[src/rtl/uart_pkg.sv]
`default_nettype none
// uart_pkg: receive FSM state encoding, frame layout and default bit timing.  Rev 1.0
package uart_pkg;
  typedef enum logic [2:0] {
    IDLE      = 3'd0,
    START     = 3'd1,
    SAMPLE    = 3'd2,
    CHECK     = 3'd3,
    WAIT_IDLE = 3'd4
  } state_t;

  localparam int FRAME_BITS           = 10;
  localparam int START_POS            = 0;
  localparam int STOP_POS             = 9;
  localparam int DATA_MSB             = 8;
  localparam int DATA_LSB             = 1;
  localparam int DEFAULT_CLKS_PER_BIT = 5208;

  function automatic logic majority3(input logic a, input logic b, input logic c);
    return (a & b) | (a & c) | (b & c);
  endfunction
endpackage
`default_nettype wire

[src/rtl/uart_rx_ctrl_if.sv]
`default_nettype none
// uart_rx_ctrl_if: shift-register link and downstream byte port of the UART receiver.  Rev 1.0
interface uart_rx_ctrl_if;
  logic       serial_out;
  logic       shift_en;
  logic [9:0] frame_in;
  logic [7:0] data_out;
  logic       data_valid;
  logic       frame_err;

  modport master (
    output serial_out, shift_en, data_out, data_valid, frame_err,
    input  frame_in
  );

  modport slave (
    input  serial_out, shift_en, data_out, data_valid, frame_err,
    output frame_in
  );
endinterface
`default_nettype wire

[src/rtl/uart_rx_sync.sv]
`default_nettype none
// uart_rx_sync: 2-flop rx synchroniser with falling-edge pulse; UART_RX_MAJORITY_EN adds
// a 3-sample majority filter.  Rev 1.0
module uart_rx_sync
  import uart_pkg::*;
(
  input  wire logic clk,
  input  wire logic reset,
  input  wire logic rx,
  output logic      bit_out,
  output logic      fall
);
  logic meta;
  logic s0;
  logic prev;
  logic filt;

`ifdef UART_RX_MAJORITY_EN
  logic s1;
  logic s2;

  always_ff @(posedge clk) begin
    if (!reset) begin
      s1 <= 1'b1;
      s2 <= 1'b1;
    end else begin
      s1 <= s0;
      s2 <= s1;
    end
  end

  assign filt = majority3(s0, s1, s2);
`else
  assign filt = s0;
`endif

  // prev tracks the filtered bit so edge detection sees the same value as serial_out
  always_ff @(posedge clk) begin
    if (!reset) begin
      meta <= 1'b1;
      s0   <= 1'b1;
      prev <= 1'b1;
    end else begin
      meta <= rx;
      s0   <= meta;
      prev <= filt;
    end
  end

  assign bit_out = filt;
  assign fall    = prev & ~filt;
endmodule
`default_nettype wire

[src/rtl/uart_rx_ctrl.sv]
`default_nettype none
// uart_rx_ctrl: UART receive controller driving an external 10-bit SIPO shift register.
// Optional UART_RX_MAJORITY_EN enables majority filtering of rx.  Rev 1.0
module uart_rx_ctrl
  import uart_pkg::*;
#(
  parameter int CLKS_PER_BIT = DEFAULT_CLKS_PER_BIT
) (
  input  wire logic      clk,
  input  wire logic      reset,
  input  wire logic      rx,
  output logic           busy,
  uart_rx_ctrl_if.master bus
);
  localparam int                BAUD_W    = $clog2(CLKS_PER_BIT);
  localparam logic [BAUD_W-1:0] HALF_LAST = BAUD_W'(CLKS_PER_BIT / 2 - 1);
  localparam logic [BAUD_W-1:0] BIT_LAST  = BAUD_W'(CLKS_PER_BIT - 1);
  localparam logic [3:0]        BITS_LAST = 4'(FRAME_BITS);

  logic              line;
  logic              fall;
  state_t            state, state_nx;
  logic [BAUD_W-1:0] baud_cnt, baud_nx;
  logic [3:0]        bit_cnt, bit_nx;
  logic              shift_q, shift_nx;
  logic [7:0]        data_q, data_nx;
  logic              valid_q, valid_nx;
  logic              err_q, err_nx;

  uart_rx_sync u_sync (
    .clk     (clk),
    .reset   (reset),
    .rx      (rx),
    .bit_out (line),
    .fall    (fall)
  );

  always_ff @(posedge clk) begin
    if (!reset) begin
      state    <= IDLE;
      baud_cnt <= '0;
      bit_cnt  <= '0;
      shift_q  <= 1'b0;
      data_q   <= 8'h00;
      valid_q  <= 1'b0;
      err_q    <= 1'b0;
      busy     <= 1'b0;
    end else begin
      state    <= state_nx;
      baud_cnt <= baud_nx;
      bit_cnt  <= bit_nx;
      shift_q  <= shift_nx;
      data_q   <= data_nx;
      valid_q  <= valid_nx;
      err_q    <= err_nx;
      busy     <= (state_nx != IDLE);
    end
  end

  always_comb begin
    state_nx = state;
    baud_nx  = baud_cnt;
    bit_nx   = bit_cnt;
    shift_nx = 1'b0;
    data_nx  = data_q;
    valid_nx = 1'b0;
    err_nx   = 1'b0;
    unique case (state)
      IDLE: begin
        if (fall) begin
          baud_nx  = '0;
          bit_nx   = '0;
          state_nx = START;
        end
      end
      START: begin
        if (baud_cnt == HALF_LAST) begin
          baud_nx = '0;
          if (!line) begin
            shift_nx = 1'b1;
            bit_nx   = 4'd1;
            state_nx = SAMPLE;
          end else begin
            state_nx = IDLE;
          end
        end else begin
          baud_nx = baud_cnt + 1'b1;
        end
      end
      SAMPLE: begin
        // Leave one cycle after the 10th strobe so the register has taken the stop bit
        if (bit_cnt == BITS_LAST) begin
          state_nx = CHECK;
        end else if (baud_cnt == BIT_LAST) begin
          baud_nx  = '0;
          shift_nx = 1'b1;
          bit_nx   = bit_cnt + 4'd1;
        end else begin
          baud_nx = baud_cnt + 1'b1;
        end
      end
      CHECK: begin
        bit_nx  = '0;
        data_nx = bus.frame_in[DATA_MSB:DATA_LSB];
        if (!bus.frame_in[START_POS] && bus.frame_in[STOP_POS]) begin
          valid_nx = 1'b1;
          state_nx = IDLE;
        end else begin
          err_nx   = 1'b1;
          state_nx = WAIT_IDLE;
        end
      end
      WAIT_IDLE: begin
        if (line) state_nx = IDLE;
      end
      default: state_nx = IDLE;
    endcase
  end

  assign bus.serial_out = line;
  assign bus.shift_en   = shift_q;
  assign bus.data_out   = data_q;
  assign bus.data_valid = valid_q;
  assign bus.frame_err  = err_q;
endmodule
`default_nettype wire

[src/flat_wrapper.sv]
// flat-port wrapper written by rule: the top's interface ports become plain ports
module uart_rx_ctrl_flat import uart_pkg::*;
#(
  parameter int CLKS_PER_BIT = DEFAULT_CLKS_PER_BIT
)
  (clk, reset, rx, busy, bus_serial_out, bus_shift_en, bus_data_out, bus_data_valid, bus_frame_err, bus_frame_in);
  uart_rx_ctrl_if bus_i ();
  input  wire logic clk;
  input  wire logic reset;
  input  wire logic rx;
  output logic busy;
  output wire logic [$bits(bus_i.serial_out)-1:0] bus_serial_out;
  output wire logic [$bits(bus_i.shift_en)-1:0] bus_shift_en;
  output wire logic [$bits(bus_i.data_out)-1:0] bus_data_out;
  output wire logic [$bits(bus_i.data_valid)-1:0] bus_data_valid;
  output wire logic [$bits(bus_i.frame_err)-1:0] bus_frame_err;
  input wire logic [$bits(bus_i.frame_in)-1:0] bus_frame_in;
  assign bus_serial_out = bus_i.serial_out;
  assign bus_shift_en = bus_i.shift_en;
  assign bus_data_out = bus_i.data_out;
  assign bus_data_valid = bus_i.data_valid;
  assign bus_frame_err = bus_i.frame_err;
  assign bus_i.frame_in = bus_frame_in;
  uart_rx_ctrl #(.CLKS_PER_BIT(CLKS_PER_BIT)) u_core (.clk(clk), .reset(reset), .rx(rx), .busy(busy), .bus(bus_i));
endmodule
[config.mk]
export PLATFORM = sky130hd
export DESIGN_NAME = uart_rx_ctrl_flat
export DESIGN_NICKNAME = d
export VERILOG_FILES = /design/src/rtl/uart_pkg.sv /design/src/rtl/uart_rx_ctrl_if.sv /design/src/rtl/uart_rx_sync.sv /design/src/rtl/uart_rx_ctrl.sv /design/src/flat_wrapper.sv
export SDC_FILE = /design/constraint.sdc
export NUM_CORES = 1
export LEC_CHECK = 0
export BUFFER_PORTS_ARGS = -buffer_cell sky130_fd_sc_hd__buf_2
export CAP_MARGIN = 15
export CORE_ASPECT_RATIO = 1.75
export CORE_UTILIZATION = 56
export CTS_CLUSTER_DIAMETER = 80
export DETAILED_ROUTE_END_ITERATION = 8
export PLACE_DENSITY = 0.75
export SKIP_CTS_REPAIR_TIMING = 1
export SLEW_MARGIN = 30
export SYNTH_ARGS = -nofsm -noshare
export SYNTH_HDL_FRONTEND = slang
export SYNTH_HIERARCHICAL = 1
export SYNTH_SLANG_ARGS = --single-unit
[constraint.sdc]
create_clock -name clk -period 2.3 [get_ports clk]
set_input_delay 0.46 -clock clk [delete_from_list [all_inputs] [get_ports clk]]
set_output_delay 0.46 -clock clk [all_outputs]
set_load 0.03 [all_outputs]
==> run_results.csv <==
group,metric,value,unit
run_status,status,"complete, no violations",
synthesis,ys_seq_area_share,39.6,%
synthesis,yosys.area.top_type,"dfxtp_1",
clock_tree,clockRootBuffer,"clkbuf_8",
worst_setup_path,start_kind,"flip-flop",
global_routing,antenna_found_initial,0,
min_path,hold-path-cell-count,2,
worst_setup_path,critPathLaunch,"u_core/baud_cnt[1]$_SDFFE_PN0P_",
clock_tree,numCtsBuffers,5,
die,core-area,2960,µm²
placed_design,portBuffers,25,
die,initial_core_util,59.8,%
die,dieWidth,44.5,µm
drt,drc_errors,0,
pwr,max-vdd-ir-drop,0.484,mV
min_path,min_from,"rx",
sta,final-max-slew-violation-count,0,
synthesis,synth_ff_type,"dfxtp_1",
sta,skew,5.24,ps
synthesis,synth_cells,207,
sta,finalSetupTns,0,ps
global_routing,track_usage,27.3,%
die,io_pins,26,
clock_tree,clock-sinks,35,
clock_tree,cts_tree,"built",
layout,antenna_cells,0,
clock_tree,clock_latency,280,ps
layout,seq_area,701,µm²
global_routing,grt-ovfl-total,0,
global_routing,grt_pass1_wl,6960,µm
global_routing,grt_max_degree,15,
worst_setup_path,arrival,2260,ps
layout,fillers,238,
synthesis,async_reset_ff_share,0,%
synthesis,synth_common_cells,"dfxtp_1, nand2_1, a21oi_1",
worst_setup_path,reg2regPathDepth,6,
clock_tree,clk_pin_slew,70,ps
synthesis,avgSynthCellArea,8.55,µm²
sta,postLayoutSetupSlackWorst,197,ps
placed_design,hpwl,3170,µm
synthesis,ys_types,51,
layout,syn2layout_area_growth,14.8,%
synthesis,synth_area_leaders,"dfxtp_1, nand2_1, a21oi_1, a22o_1, nor2_1",
synthesis,synth_nets,223,
drt,wl_per_cell,15.0,µm
clock_tree,clock_path_buffers,2,
sta,period_needed,2100,ps
drt,ant_nets,0,
worst_setup_path,worstSetupPathType,"reg -> reg",
pwr,p_sw_share,21.3,%
worst_setup_path,cp.required,2460,ps
worst_setup_path,reg2reg_from,"u_core/baud_cnt[1]$_SDFFE_PN0P_",
layout,multiInputGateArea,1020,µm²
placed_design,place_congestion,0.856,
pwr,combinationalPowerShare,6.6,%
pwr,power.internal,959,µW
die,die_h,76.4,µm
drt,drt_iter0_markers,31,
drt,vias,1622,
drt,wirelength,4150,µm
layout,nets,251,
job,drv_cap,0,
sta,setup_viol,0,
synthesis,synth-edff-count,0,
sta,period_share,91.4,%
sta,max_slew_margin,61.0,%
min_path,hp-class,"in -> reg",
clock_tree,htree_num_levels,2,
pwr,power_density,600,nW/µm²
drt,viasPerCell,5.86,
pwr,clkPwrFrac,42.8,%
sta,tightest_slew,583,ps
die,rows,26,
layout,drive_gt1_share,21.3,%
synthesis,yosysMostFrequentCell,"dfxtp_1",
pwr,power.net_switching,260,µW
synthesis,yosysWarnings,6,
worst_setup_path,cp_max_fo,5,
global_routing,first_global_vias,1603,
drt,first_pass_iters,4,
die,die_area,3400,µm²
sta,hold_violations,0,
synthesis,ys_ff_latch,35,
placed_design,post-place-ws,243,ps
pwr,sequentialPowerShare,50.6,%
sta,rsz0062_at_grt,"no",
pwr,power,1220,µW
synthesis,synth_top_area_share,39.6,%
worst_setup_path,endpoint_kind,"flip-flop",
pwr,p_leak,0.000812,µW
synthesis,synth_area,1770,µm²
sta,fmax,0.476,GHz
[cells by family after synthesis]
logic type               Yosys count  synth area share (%)
buffers and inverters             10                  2.54
AND/OR/NAND/NOR                  103                  31.0
adder cells (fa/ha/maj)            3                  2.12
AO/OA/AOI/OAI                     50                  21.7
XOR/XNOR                           4                  1.98
multiplexers                       2                  1.13
flip-flops                        35                  39.6
[per-stage QoR]
stage	util, %	hold slack, ps	instance area, µm²	cells
finish	68.6	357	2030	277
global route	68.6	356	2030	277
CTS	68.6	353	2030	277
detailed placement	65.2	404	1930	270
global placement	65.2	391	1930	270
floorplan	-	386	1770	207
[power groups by stage]
stage	combinational [µW]	sequential [µW]	clock, µW
3_5_place_dp	78.8	630	0
6_report	80.6	617	521
4_1_cts	79.3	617	531
2_1_floorplan	52.8	631	0
5_1_grt	88.0	617	561
3_3_place_gp	77.3	630	0
[worst max-delay path, stage by stage (launching register included)]
cell and delay (ps):
dfxtp_1 410, ha_1 250, nor3b_2 280, nand4_1 270
a22o_1 320, o41ai_2 340, a21oi_1 100
[area by class of cell]
class / count / area share [%]
clock buffers: 6 / 3.57
inverters: 5 / 0.924
clock inverters: 1 / 1.48
well taps: 42 / 2.59
flip-flops and latches: 35 / 34.5
multi-input cells: 162 / 50.4
repair buffers: 26 / 6.53
[per-layer routing]
| layer | up-vias | wire [µm] | track usage (%) |
|---|---|---|---|
| met2 | 50 | 2230 | 47.5 |
| li1 | 800 | - | - |
| met1 | 752 | 1570 | 26.8 |
| met4 | 0 | 203 | 18.8 |
| met5 | - | 0 | 0 |
| met3 | 20 | 149 | 5.92 |
[registers in the layout, indices dropped and copies added, names as in the netlist]
name                   cells
u_core/bus.frame_err       1
u_core/bus.data_out        8
u_core/bit_cnt             4
u_core/u_sync/prev         1
u_core/baud_cnt           13
u_core/u_sync/meta         1
u_core/bus.data_valid      1
u_core/state               3
u_core/u_sync/bit_out      1
u_core/busy                1
u_core/bus.shift_en        1
[worst paths after layout]
check                                                        end  slack [ps]
worst max-delay path              u_core/bit_cnt[2]$_SDFFE_PN0P_         200
worst min-delay path               u_core/u_sync/meta$_SDFF_PN1_         360
worst max register to register    u_core/bit_cnt[2]$_SDFFE_PN0P_         200
worst min register to register  u_core/u_sync/bit_out$_SDFF_PN1_         410
[placed cells by master (no fill, tap or decap), types with 3 or more instances in the layout]
| cell | synthesis | routed |
|---|---|---|
| or3_1 | 3 | 3 |
| a22o_1 | 7 | 7 |
| nor3_1 | 3 | 3 |
| o21ai_0 | 9 | 8 |
| xnor2_1 | 3 | 3 |
| nand4_1 | 5 | 5 |
| nand2_1 | 34 | 34 |
| nor2_1 | 16 | 16 |
| a21oi_1 | 17 | 17 |
| or2_2 | 3 | 3 |
| nor4_1 | 3 | 3 |
| buf_2 | 3 | 25 |
| and3_1 | 4 | 4 |
| inv_1 | 3 | 3 |
| nand3_1 | 7 | 7 |
| dfxtp_1 | 35 | 35 |
| nand2b_1 | 5 | 5 |
| ha_1 | 3 | 3 |
| nor2b_1 | 8 | 8 |
| clkbuf_8 | 0 | 5 |
Note: power is estimated with default switching activity, not from simulation.
